--- config.mk ---
export PLATFORM = sky130hd
export DESIGN_NAME = axi_lite_master_p
export DESIGN_NICKNAME = d
export VERILOG_FILES = /design/src/rtl/axi_lite_master_p.sv
export SDC_FILE = /design/constraint.sdc
export NUM_CORES = 1
export LEC_CHECK = 0
export ABC_AREA = 1
export CELL_PAD_IN_SITES_DETAIL_PLACEMENT = 1
export CELL_PAD_IN_SITES_GLOBAL_PLACEMENT = 2
export CORE_MARGIN = 10
export CORE_UTILIZATION = 24
export DETAILED_ROUTE_END_ITERATION = 10
export PLACE_DENSITY_LB_ADDON = 0.05
export SYNTH_ARGS = -nofsm -noshare
export SYNTH_HDL_FRONTEND = slang
export SYNTH_SLANG_ARGS = --single-unit
--- constraint.sdc ---
create_clock -name clk_i -period 5.7 [get_ports clk_i]
set_clock_uncertainty 0.05 [all_clocks]
set_input_delay 1.14 -clock clk_i [delete_from_list [all_inputs] [get_ports clk_i]]
set_output_delay 1.14 -clock clk_i [all_outputs]
set_load 0.02 [all_outputs]
--- src/rtl/axi_lite_master_p.sv ---
// AXI4-Lite master: turns single core-side valid/ready requests into AXI4-Lite
// read or write transactions, reports the response and aborts hung transfers.
module axi_lite_master_p #(
    parameter int ADDR_W  = 32,
    parameter int DATA_W  = 32,
    parameter int TIMEOUT = 1024,
    parameter int CNT_W   = 16
) (
    input  logic                  clk_i,
    input  logic                  rst_i,
    input  logic                  req_valid_i,
    output logic                  req_ready_o,
    input  logic                  req_write_i,
    input  logic [ADDR_W-1:0]     req_addr_i,
    input  logic [DATA_W-1:0]     req_wdata_i,
    input  logic [DATA_W/8-1:0]   req_wstrb_i,
    output logic                  rsp_valid_o,
    output logic [DATA_W-1:0]     rsp_rdata_o,
    output logic [1:0]            rsp_resp_o,
    output logic                  rsp_timeout_o,
    output logic                  arvalid_o,
    input  logic                  arready_i,
    output logic [ADDR_W-1:0]     araddr_o,
    input  logic                  rvalid_i,
    output logic                  rready_o,
    input  logic [DATA_W-1:0]     rdata_i,
    input  logic [1:0]            rresp_i,
    output logic                  awvalid_o,
    input  logic                  awready_i,
    output logic [ADDR_W-1:0]     awaddr_o,
    output logic                  wvalid_o,
    input  logic                  wready_i,
    output logic [DATA_W-1:0]     wdata_o,
    output logic [DATA_W/8-1:0]   wstrb_o,
    input  logic                  bvalid_i,
    output logic                  bready_o,
    input  logic [1:0]            bresp_i
);

    typedef enum logic [2:0] {
        S_IDLE    = 3'd0,
        S_RD_A    = 3'd1,
        S_RD_D    = 3'd2,
        S_WR_AW_W = 3'd3,
        S_WR_B    = 3'd4,
        S_RESP    = 3'd5
    } state_t;

    localparam bit               LP_WD_EN = (TIMEOUT != 0);
    localparam logic [CNT_W-1:0] LP_LAST  = LP_WD_EN ? CNT_W'(TIMEOUT - 1) : '0;
    localparam logic [CNT_W-1:0] LP_ONE   = CNT_W'(1);

    state_t           r_state;
    logic [CNT_W-1:0] r_cnt;
    logic             r_aw_done;
    logic             r_w_done;

    logic             w_ar_hs, w_r_hs, w_aw_hs, w_w_hs, w_b_hs;
    logic             w_aw_ok, w_w_ok;
    logic             w_busy, w_phase_done, w_abort;
    logic [CNT_W-1:0] w_cnt_nxt;

    assign w_ar_hs = arvalid_o & arready_i;
    assign w_r_hs  = rvalid_i  & rready_o;
    assign w_aw_hs = awvalid_o & awready_i;
    assign w_w_hs  = wvalid_o  & wready_i;
    assign w_b_hs  = bvalid_i  & bready_o;
    assign w_aw_ok = r_aw_done | w_aw_hs;
    assign w_w_ok  = r_w_done  | w_w_hs;

    // Saturating count, so a phase entered past the limit still expires
    assign w_cnt_nxt = (r_cnt == '1) ? r_cnt : r_cnt + LP_ONE;

    // Decide whether the current phase completes and whether the watchdog fires
    always_comb begin
        w_busy       = 1'b1;
        w_phase_done = 1'b0;
        case (r_state)
            S_RD_A:    w_phase_done = w_ar_hs;
            S_RD_D:    w_phase_done = w_r_hs;
            S_WR_AW_W: w_phase_done = w_aw_ok & w_w_ok;
            S_WR_B:    w_phase_done = w_b_hs;
            default:   w_busy       = 1'b0;
        endcase
        if (LP_WD_EN && w_busy && !w_phase_done && (r_cnt >= LP_LAST)) begin
            w_abort = 1'b1;
        end else begin
            w_abort = 1'b0;
        end
    end

    // Transaction FSM with all outputs registered
    always_ff @(posedge clk_i or posedge rst_i) begin
        if (rst_i) begin
            r_state       <= S_IDLE;
            r_cnt         <= '0;
            r_aw_done     <= 1'b0;
            r_w_done      <= 1'b0;
            req_ready_o   <= 1'b0;
            rsp_valid_o   <= 1'b0;
            rsp_rdata_o   <= '0;
            rsp_resp_o    <= 2'b00;
            rsp_timeout_o <= 1'b0;
            arvalid_o     <= 1'b0;
            araddr_o      <= '0;
            rready_o      <= 1'b0;
            awvalid_o     <= 1'b0;
            awaddr_o      <= '0;
            wvalid_o      <= 1'b0;
            wdata_o       <= '0;
            wstrb_o       <= '0;
            bready_o      <= 1'b0;
        end else begin
            rsp_valid_o <= 1'b0;
            if (w_busy) begin
                r_cnt <= w_cnt_nxt;
            end
            if (w_abort) begin
                // Recovery path: every handshake signal drops at once
                arvalid_o     <= 1'b0;
                rready_o      <= 1'b0;
                awvalid_o     <= 1'b0;
                wvalid_o      <= 1'b0;
                bready_o      <= 1'b0;
                rsp_valid_o   <= 1'b1;
                rsp_resp_o    <= 2'b10;
                rsp_timeout_o <= 1'b1;
                r_state       <= S_RESP;
            end else begin
                case (r_state)
                    S_IDLE: begin
                        req_ready_o <= 1'b1;
                        if (req_valid_i && req_ready_o) begin
                            req_ready_o <= 1'b0;
                            araddr_o    <= req_addr_i;
                            awaddr_o    <= req_addr_i;
                            wdata_o     <= req_wdata_i;
                            wstrb_o     <= req_wstrb_i;
                            r_cnt       <= '0;
                            r_aw_done   <= 1'b0;
                            r_w_done    <= 1'b0;
                            if (req_write_i) begin
                                awvalid_o <= 1'b1;
                                wvalid_o  <= 1'b1;
                                r_state   <= S_WR_AW_W;
                            end else begin
                                arvalid_o <= 1'b1;
                                r_state   <= S_RD_A;
                            end
                        end
                    end
                    S_RD_A: begin
                        if (w_ar_hs) begin
                            arvalid_o <= 1'b0;
                            rready_o  <= 1'b1;
                            r_state   <= S_RD_D;
                        end
                    end
                    S_RD_D: begin
                        if (w_r_hs) begin
                            rready_o      <= 1'b0;
                            rsp_rdata_o   <= rdata_i;
                            rsp_resp_o    <= rresp_i;
                            rsp_timeout_o <= 1'b0;
                            rsp_valid_o   <= 1'b1;
                            r_state       <= S_RESP;
                        end
                    end
                    S_WR_AW_W: begin
                        if (w_aw_ok && w_w_ok) begin
                            awvalid_o <= 1'b0;
                            wvalid_o  <= 1'b0;
                            bready_o  <= 1'b1;
                            r_state   <= S_WR_B;
                        end else begin
                            if (w_aw_hs) begin
                                awvalid_o <= 1'b0;
                                r_aw_done <= 1'b1;
                            end
                            if (w_w_hs) begin
                                wvalid_o <= 1'b0;
                                r_w_done <= 1'b1;
                            end
                        end
                    end
                    S_WR_B: begin
                        if (w_b_hs) begin
                            bready_o      <= 1'b0;
                            rsp_resp_o    <= bresp_i;
                            rsp_timeout_o <= 1'b0;
                            rsp_valid_o   <= 1'b1;
                            r_state       <= S_RESP;
                        end
                    end
                    S_RESP: begin
                        rsp_timeout_o <= 1'b0;
                        req_ready_o   <= 1'b1;
                        r_state       <= S_IDLE;
                    end
                    default: begin
                        arvalid_o <= 1'b0;
                        rready_o  <= 1'b0;
                        awvalid_o <= 1'b0;
                        wvalid_o  <= 1'b0;
                        bready_o  <= 1'b0;
                        r_state   <= S_IDLE;
                    end
                endcase
            end
        end
    end

endmodule

# Yosys cells after proc, flatten, opt, wreduce, memory -nomap -nowiden
# Cells that the tools add are included.
# W data, S select, Z words.
# word_totals
in_bits	113
mem_bits_ro	0
ff_bits	131
latch_bits	0
mem_count	0
output_inout_bits	142
wordCells	137
ram_bits	0
# classes
add_sub_neg	1
bitwise_logic	9
n_eq_ne	23
n_reduce_logical	28
div_mod_pow	0
n_mul	0
order_cmp	1
muxes	58
shift	0
# op_table
cell	n
$mux W16	5
$mux W1	30
$ne A3 B3 Y1 const B	7
$reduce_or A4 Y1	5
$mux W3	6
$pmux W1 S3	6
$reduce_and A3 Y1	6
$add A16 B1 Y16 const B	1
$eq A16 B16 Y1 const B	1
$ge A16 B10 Y1 const B	1
$pmux W3 S5	1
$reduce_and A5 Y1	3
$reduce_and A4 Y1	3
$mux W2	4
$ne A2 B1 Y1 const B	4
$ne A2 B2 Y1 const B	4
$ne A4 B4 Y1 const B	2
$pmux W1 S2	4
$and A1 B1 Y1	6
$eq A3 B2 Y1 const B	2
$eq A3 B3 Y1 const B	2
$logic_and A1 B1 Y1	4
$pmux W1 S4	1
$pmux W2 S2	1
9 further kinds	11

# Depth between registers and ports, before layout
# Gate-level depths: netlist of run 1.
# depth
word_depth	10
ltp_mapped	12
mapped_depth_nobuf	11

# Least setup slack after synthesis of run 1
# No wires, ideal clock.
# synth_path
kind	input port to flip-flop
from	input port awready_i
to	register rready_o
path_stages	11
t_required_ps	5532
setup_time_ps	118
setup_slack_ps	3538
path_buffers	1
arrival_ps	1994
path_cell_list	nand2_1 nand2_1 nand3_2 nand2_1 nor2_1 nand2_2 buf_6 o21ai_1 nand2_1 nand2_1 nand2_1
# synth_via
elab_chain_len	10
word_cells_on_any_way	13
cone_classes	3 x eq/ne; 3 x mux; 3 x bitwise; 4 x reduce/logical
# synth_lines
element	line_no	source
from (decl)	29	input logic awready_i,
$and A1 B1 Y1 *	65	assign w_aw_hs = awvalid_o & awready_i;
$or A1 B1 Y1 *	68	assign w_aw_ok = r_aw_done | w_aw_hs;
$and A1 B1 Y1 *	81	S_WR_AW_W: w_phase_done = w_aw_ok & w_w_ok;
$pmux W1 S4 *	78	case (r_state)
$logic_not A1 Y1 *	85	if (LP_WD_EN && w_busy && !w_phase_done && (r_cnt >= LP_LAST)) begin
$logic_and A1 B1 Y1 * (2 in series)	85	
$mux W1 *	85	
$ne A3 B3 Y1 (no source line) or $ne A2 B1 Y1 (tied branches)	n/a	
$reduce_and A3 Y1 (no source line)	n/a	
to (signal assigned)	106	rready_o <= 1'b0;
to (signal assigned)	121	rready_o <= 1'b0;
to (signal assigned)	155	rready_o <= 1'b1;
to (decl)	25	output logic rready_o,
# Every way passes the cells marked *; elsewhere a longest branch is shown, timed or not.
# A chain may end at the register's enable or synchronous reset.

# Worst setup path in the final report of run 1
# layout_path
from	input port rvalid_i
to	register r_state[1]
# layout_via
elab_chain_len	8
word_cells_on_any_way	13
cone_classes	5 x eq/ne; 3 x mux; 1 x bitwise; 4 x reduce/logical
# layout_lines
element	line_no	source
from (decl)	24	input logic rvalid_i,
$and A1 B1 Y1 *	64	assign w_r_hs = rvalid_i & rready_o;
$pmux W1 S4	78	
$logic_not A1 Y1	85	
$logic_and A1 B1 Y1 (2 in series)	85	
$mux W1	85	
$ne A3 B3 Y1 (no source line)	n/a	
$reduce_and A5 Y1 (no source line)	n/a	
to (signal assigned)	95	r_state <= S_IDLE;
to (signal assigned)	128	r_state <= S_RESP;
to (signal assigned)	145	r_state <= S_WR_AW_W;
to (decl)	53	state_t r_state;
# Marked as above.

==> flow_summary.toml, run 1 <==
[drt]
drt-pass1-iter-count = 4
post-route-drc-count = 0
vias = 5100
totalWireLength_um = 21500
wl_per_cell_um = 17.6
vias_per_cell = 4.19
drt_iter0_drc = 215
drt.antenna.violating_nets = 0

[cells_and_area]
drive_above_1_share_pct = 9.88
seqCellArea_um2 = 3280
final_common_cell = "nand2_1"
fillCellCount = 2831
mostFrequentLayoutCells = "276 x nand2_1, 254 x clkdlybuf4s50_1, 131 x dfrtp_1"
final_nets = 992
synthToLayoutAreaGrowth_pct = 55.0
multi_input_area_um2 = 2100

[critical_path]
end_kind = "flip-flop"
cp_num_buf_inv = 2
critPathMostFrequentCell = "nand2_1"
worstReg2RegEnd = "r_state[1]"
crit_type = "primary input to flip-flop"
max_stage_delay_ps = 400
cp-start-kind = "primary input"
cp_num_cells = 11
worstPathMaxFanout = 35
reg2reg_slack_ps = 3470
cp_top_family = "simple AND/OR/NAND/NOR gates"
r2r-start = "r_state[2]"
required_ps = 5950
crit_arrival_ps = 2960
path_cells = "clkdlybuf4s50_1, nand2_1, inv_1, nand2_4, nand2_1, nor2_1, nand2_2, o31ai_2, nand3_1, nand2_1, nand2_1"
crit_slowest_cell = "clkdlybuf4s50_1"
ff2ff_path_depth = 11

[sta]
fin_crit_sh_pct = 47.5
rsz0062_at_grt = "false"
max_freq_ghz = 0.369
setup_tns_ps = 0
setup_viol = 0
min_period_ps = 2710
worst_slew_pin_slew_ps = 1020
hold_violations = 0
drv_slew = 0
hold_slack_ps = 422
slew_headroom_pct = 32.0

[synth]
syn_inst = 653
yosysWarningCount = 0
synth_seq_cells = 131
postSynthAreaPerCell_um2 = 8.94
synth_cell_types = 32
syn-cell-area_um2 = 5840
ys_seq_area_share_pct = 56.2
syn-num-nets = 767

[clock_tree]
cts-resized-gates = 0
cts.hold.buffers_added = 0
clkLatencyLatePin_ps = 410
clock_path_buffers = 2
cts_buffers = 17
post_cts_buffers = 0
clk_pin_slew_ps = 60
clock_sinks = 131
cts_root_buffer = "clkbuf_16"
cts_tree = "done"
htree_levels = 4

[outcome]
outcome = "finished clean"

[die]
num_rows = 57
die_x_um = 176
core_area_um2 = 24100
fp.dieH_um = 176
dieArea_um2 = 31000
start_util_pct = 24.2
io_pins = 255

[global_route]
grt_use_total_pct = 13.9
grt_pass1_wl_um = 33500
grt_max_degree = 79
grt-ovfl-total = 0
grt_pass1_vias = 5714
antenna_found_initial = 3

[placed_design]
port_buffers = 254
place_congestion = 0.778
post-dp-hpwl_um = 16500

[job]
maxCapViolCount = 0

[hold_path]
hold_path.class = "flip-flop to flip-flop"
worstHoldStart = "wdata_o[21]"
hold-path-endpoint = "wdata_o[21]"
hold_path_depth = 2

[pwr]
power.density_nw_per_um2 = 556
leakagePower_nw = 4.31
ir_worst_vdd_mv = 0.190
==> how the worst max path moves through the flow <==
| stage | slack, ps | startpoint | end |
|---|---|---|---|
| CTS | 2960 | rvalid_i | r_state[1] |
| global route | 2790 | rvalid_i | r_state[0] |
| floorplan | 1010 | rst_i | arvalid_o |
| finish | 2990 | rvalid_i | r_state[1] |
| global placement | 2580 | rvalid_i | r_state[0] |
| detailed placement | 2510 | rvalid_i | r_state[1] |
==> cell families (layout without fill, tap and decap cells) <==
family	count (synthesis)	count (layout)	share of synthesized area, %
and+or+nand+nor	368	368	25.7
DFF	131	131	56.2
buffers and inverters	86	324	7.98
muxes	32	32	6.18
AOI/OAI and AO/OA	30	30	2.98
xor gates and xnor gates	5	5	0.750
adders and majority gates	1	1	0.214
other	0	2	0
==> cell usage after synthesis, drive strengths merged <==
cell | number | area share (%)
ha | 1 | 0.21
clkbuf | 7 | 0.45
and2 | 1 | 0.11
dfrtp | 131 | 56
or2 | 1 | 0.11
o31ai | 1 | 0.21
nand4 | 15 | 1.6
a31oi | 1 | 0.11
xnor2 | 1 | 0.15
mux2 | 32 | 6.2
xor2 | 4 | 0.60
inv | 34 | 2.2
a31o | 1 | 0.15
o21a | 1 | 0.13
buf | 45 | 5.3
o211a | 1 | 0.17
a21oi | 9 | 0.77
nor2 | 45 | 3.2
o21ai | 15 | 1.3
nand3 | 21 | 2.0
nor3 | 3 | 0.26
o311ai | 1 | 0.15
nand2 | 282 | 18
==> area by class of cell <==
cell class / count / share of cell area [%]
inverter: 34 / 1.44
antenna: 2 / 0.0553
timing repair buffer: 258 / 28.4
clock inverter: 14 / 1.30
clock buffer: 18 / 4.86
multi-input combinational: 436 / 23.2
sequential: 131 / 36.2
tap: 324 / 4.48
==> through the flow <==
stage                     instance area (um^2)  std cells  setup slack (ps)  power (mW)  util [%]
after floorplan                           5840        653              1010        2.90         -
after global placement                    8480       1183              2580        4.03      35.2
after detailed placement                  8480       1183              2510        4.06      35.2
after CTS                                 9040       1215              2960        5.15      37.5
after global routing                      9040       1216              2790        5.39      37.5
final                                     9040       1217              2990        5.03      37.5
==> sequential cells by signal, summed over array words and instances, names as in the netlist <==
signal	count
awaddr_o	32
rsp_rdata_o	32
wdata_o	32
r_cnt	16
wstrb_o	4
r_state	3
rsp_resp_o	2
arvalid_o	1
awvalid_o	1
bready_o	1
r_aw_done	1
r_w_done	1
req_ready_o	1
rready_o	1
rsp_timeout_o	1
rsp_valid_o	1
wvalid_o	1
==> metal layers <==
metal | track usage (%) | routed length (um) | vias up
met3 | 6.22 | 1690 | 16
met5 | 0 | 13 | -
met1 | 14.4 | 7950 | 2477
li1 | - | - | 2487
met4 | 3.74 | 235 | 2
met2 | 24.9 | 11600 | 118
==> worst min-delay path: cells and delay by family, from the launching register on <==
kind | cells | cell delay, ps
flops | 1 | 340
simple gates | 2 | 90
==> report_power, final <==
group | internal, mW | switching [mW]
logic | 1.08 | 1.36
clock network | 0.580 | 0.458
registers | 1.30 | 0.259
No activity file was read; power rests on OpenSTA's default activity.
==> run 2: changes to the inputs <==
==> constraint.sdc (replaced) <==
create_clock -name clk_i -period 2.65 [get_ports clk_i]
set_clock_uncertainty 0.05 [all_clocks]
set_input_delay 0.53 -clock clk_i [delete_from_list [all_inputs] [get_ports clk_i]]
set_output_delay 0.53 -clock clk_i [all_outputs]
set_load 0.02 [all_outputs]
==> run 2 against run 1 <==
Net effect: combinational power increased by 120%; hold slack worse by 32 ps; critical path type is now flip-flop to flip-flop; first-iteration DRC count down 7.4%; register-to-register slack got worse by 2900 ps; largest power group unchanged.
==> flow_summary.toml, run 2 (same netlist as run 1, synthesis figures left out) <==
[clock_tree]
htree_levels = 4
cts.hold.buffers_added = 0
clkLatencyLatePin_ps = 420
clk_pin_slew_ps = 60
cts_tree = "done"
cts-resized-gates = 0
clock_sinks = 131
cts_root_buffer = "clkbuf_16"
post_cts_buffers = 0
cts_buffers = 17
clock_path_buffers = 2

[cells_and_area]
synthToLayoutAreaGrowth_pct = 57.4
seqCellArea_um2 = 3280
drive_above_1_share_pct = 10.3
biggestRegsByFlops = "awaddr_o (32), rsp_rdata_o (32), wdata_o (32)"
mostFrequentLayoutCells = "276 x nand2_1, 254 x clkdlybuf4s50_1, 131 x dfrtp_1"
multi_input_area_um2 = 2100
final_nets = 996
final_common_cell = "nand2_1"
final_core_util_pct = 38.1
fillCellCount = 2821

[critical_path]
critPathMostFrequentCell = "nand2_1"
crit_arrival_ps = 2340
crit_type = "flip-flop to flip-flop"
ff2ff_path_depth = 9
required_ps = 2900
crit_slowest_cell = "dfrtp_1"
cp-start-kind = "flip-flop"
max_stage_delay_ps = 490
worstPathMaxFanout = 16
end_kind = "flip-flop"
path_cells = "nand2_1, nor2_4, nor2_1, nor2_1, nand2_2, nand3_2, nand3_1, nand2_1, nand2_1"

[die]
core_area_um2 = 24100
dieArea_um2 = 31000
io_pins = 255
fp.dieH_um = 176
die_x_um = 176
start_util_pct = 24.2
num_rows = 57

[drt]
vias_per_cell = 4.25
totalWireLength_um = 21900
vias = 5185
post-route-drc-count = 0
drt_iter0_drc = 199
wl_per_cell_um = 18.0
drt.antenna.violating_nets = 0
drt-pass1-iter-count = 4

[job]
maxCapViolCount = 0

[placed_design]
place_congestion = 0.830
port_buffers = 254
post-dp-hpwl_um = 16800

[pwr]
ir_worst_vdd_mv = 0.399
clock_power_share_pct = 22.0
leakagePower_nw = 4.37
p_seq_share_pct = 30.2
combPwrFrac_pct = 47.8
p_sw_mw = 4.52
totalPowerFinal_mw = 11.1
power.density_nw_per_um2 = 1210
internal_power_mw = 6.57
switching_share_pct = 40.7

[sta]
fin_crit_sh_pct = 78.9
drv_slew = 0
rsz0062_at_grt = "false"
setup_viol = 0
worst_slew_pin_slew_ps = 438
min_period_ps = 2090
max_freq_ghz = 0.478
hold_slack_ps = 390
slew_headroom_pct = 70.8
setup_tns_ps = 0
hold_violations = 0

[outcome]
outcome = "finished clean"

[global_route]
grt_max_degree = 79
grt_use_total_pct = 14.3
grt-ovfl-total = 0
grt_pass1_wl_um = 34300
grt_pass1_vias = 5788
antenna_found_initial = 4

[hold_path]
hold_path.class = "primary input to asynchronous set/reset pin"
[run 2: metrics by stage]
stage / cells / area (um^2) / setup WS (ps)
2_1_floorplan: 653 / 5840 / 447
3_3_place_gp: 1187 / 8580 / 417
3_5_place_dp: 1187 / 8580 / 353
4_1_cts: 1219 / 9180 / 548
5_1_grt: 1220 / 9190 / 340
6_report: 1221 / 9190 / 559
[run 2: area by class of cell]
| type | count | share of cell area [%] |
|---|---|---|
| diodes | 2 | 0.0545 |
| repair buffers | 262 | 29.0 |
| flip-flops and latches | 131 | 35.7 |
| inverters | 34 | 1.43 |
| multi-input cells | 436 | 22.8 |
| clock inverters | 15 | 1.96 |
| well taps | 324 | 4.41 |
| clock buffers | 17 | 4.63 |
[run 2: metal layers]
layer | vias to the layer above | part of all wire [%] | global-route usage [%]
li1 | 2484 | - | -
met1 | 2569 | 38 | 15.2
met2 | 111 | 53 | 25.2
met3 | 17 | 7.8 | 6.45
met4 | 4 | 0.89 | 3.39
met5 | - | 0.12 | 0
[run 2: path summary, 6_finish.rpt]
check | start | to | slack, ps
max in group asynchronous | rst_i | r_cnt[13] | 1580
setup reg to reg | r_state[0] | r_state[0] | 560
setup / recovery | r_state[0] | r_state[0] | 560
hold / removal | rst_i | awaddr_o[8] | 390
min in group clk_i | wdata_o[30] | wdata_o[30] | 420
hold reg to reg | wdata_o[30] | wdata_o[30] | 420
[run 2: power by group through the flow]
stage	Combinational (mW)	Clock, mW	Sequential (mW)
floorplan	2.08	0	4.15
detailed placement	5.40	0	3.39
CTS	5.42	2.55	3.38
global placement	5.34	0	3.35
finish	5.30	2.44	3.35
global route	5.76	2.63	3.49
[run 2: worst max-delay path: cells and delay by family (launching register included)]
kind          cells  cell delay [ps]
flops             1              490
simple gates      9             1450
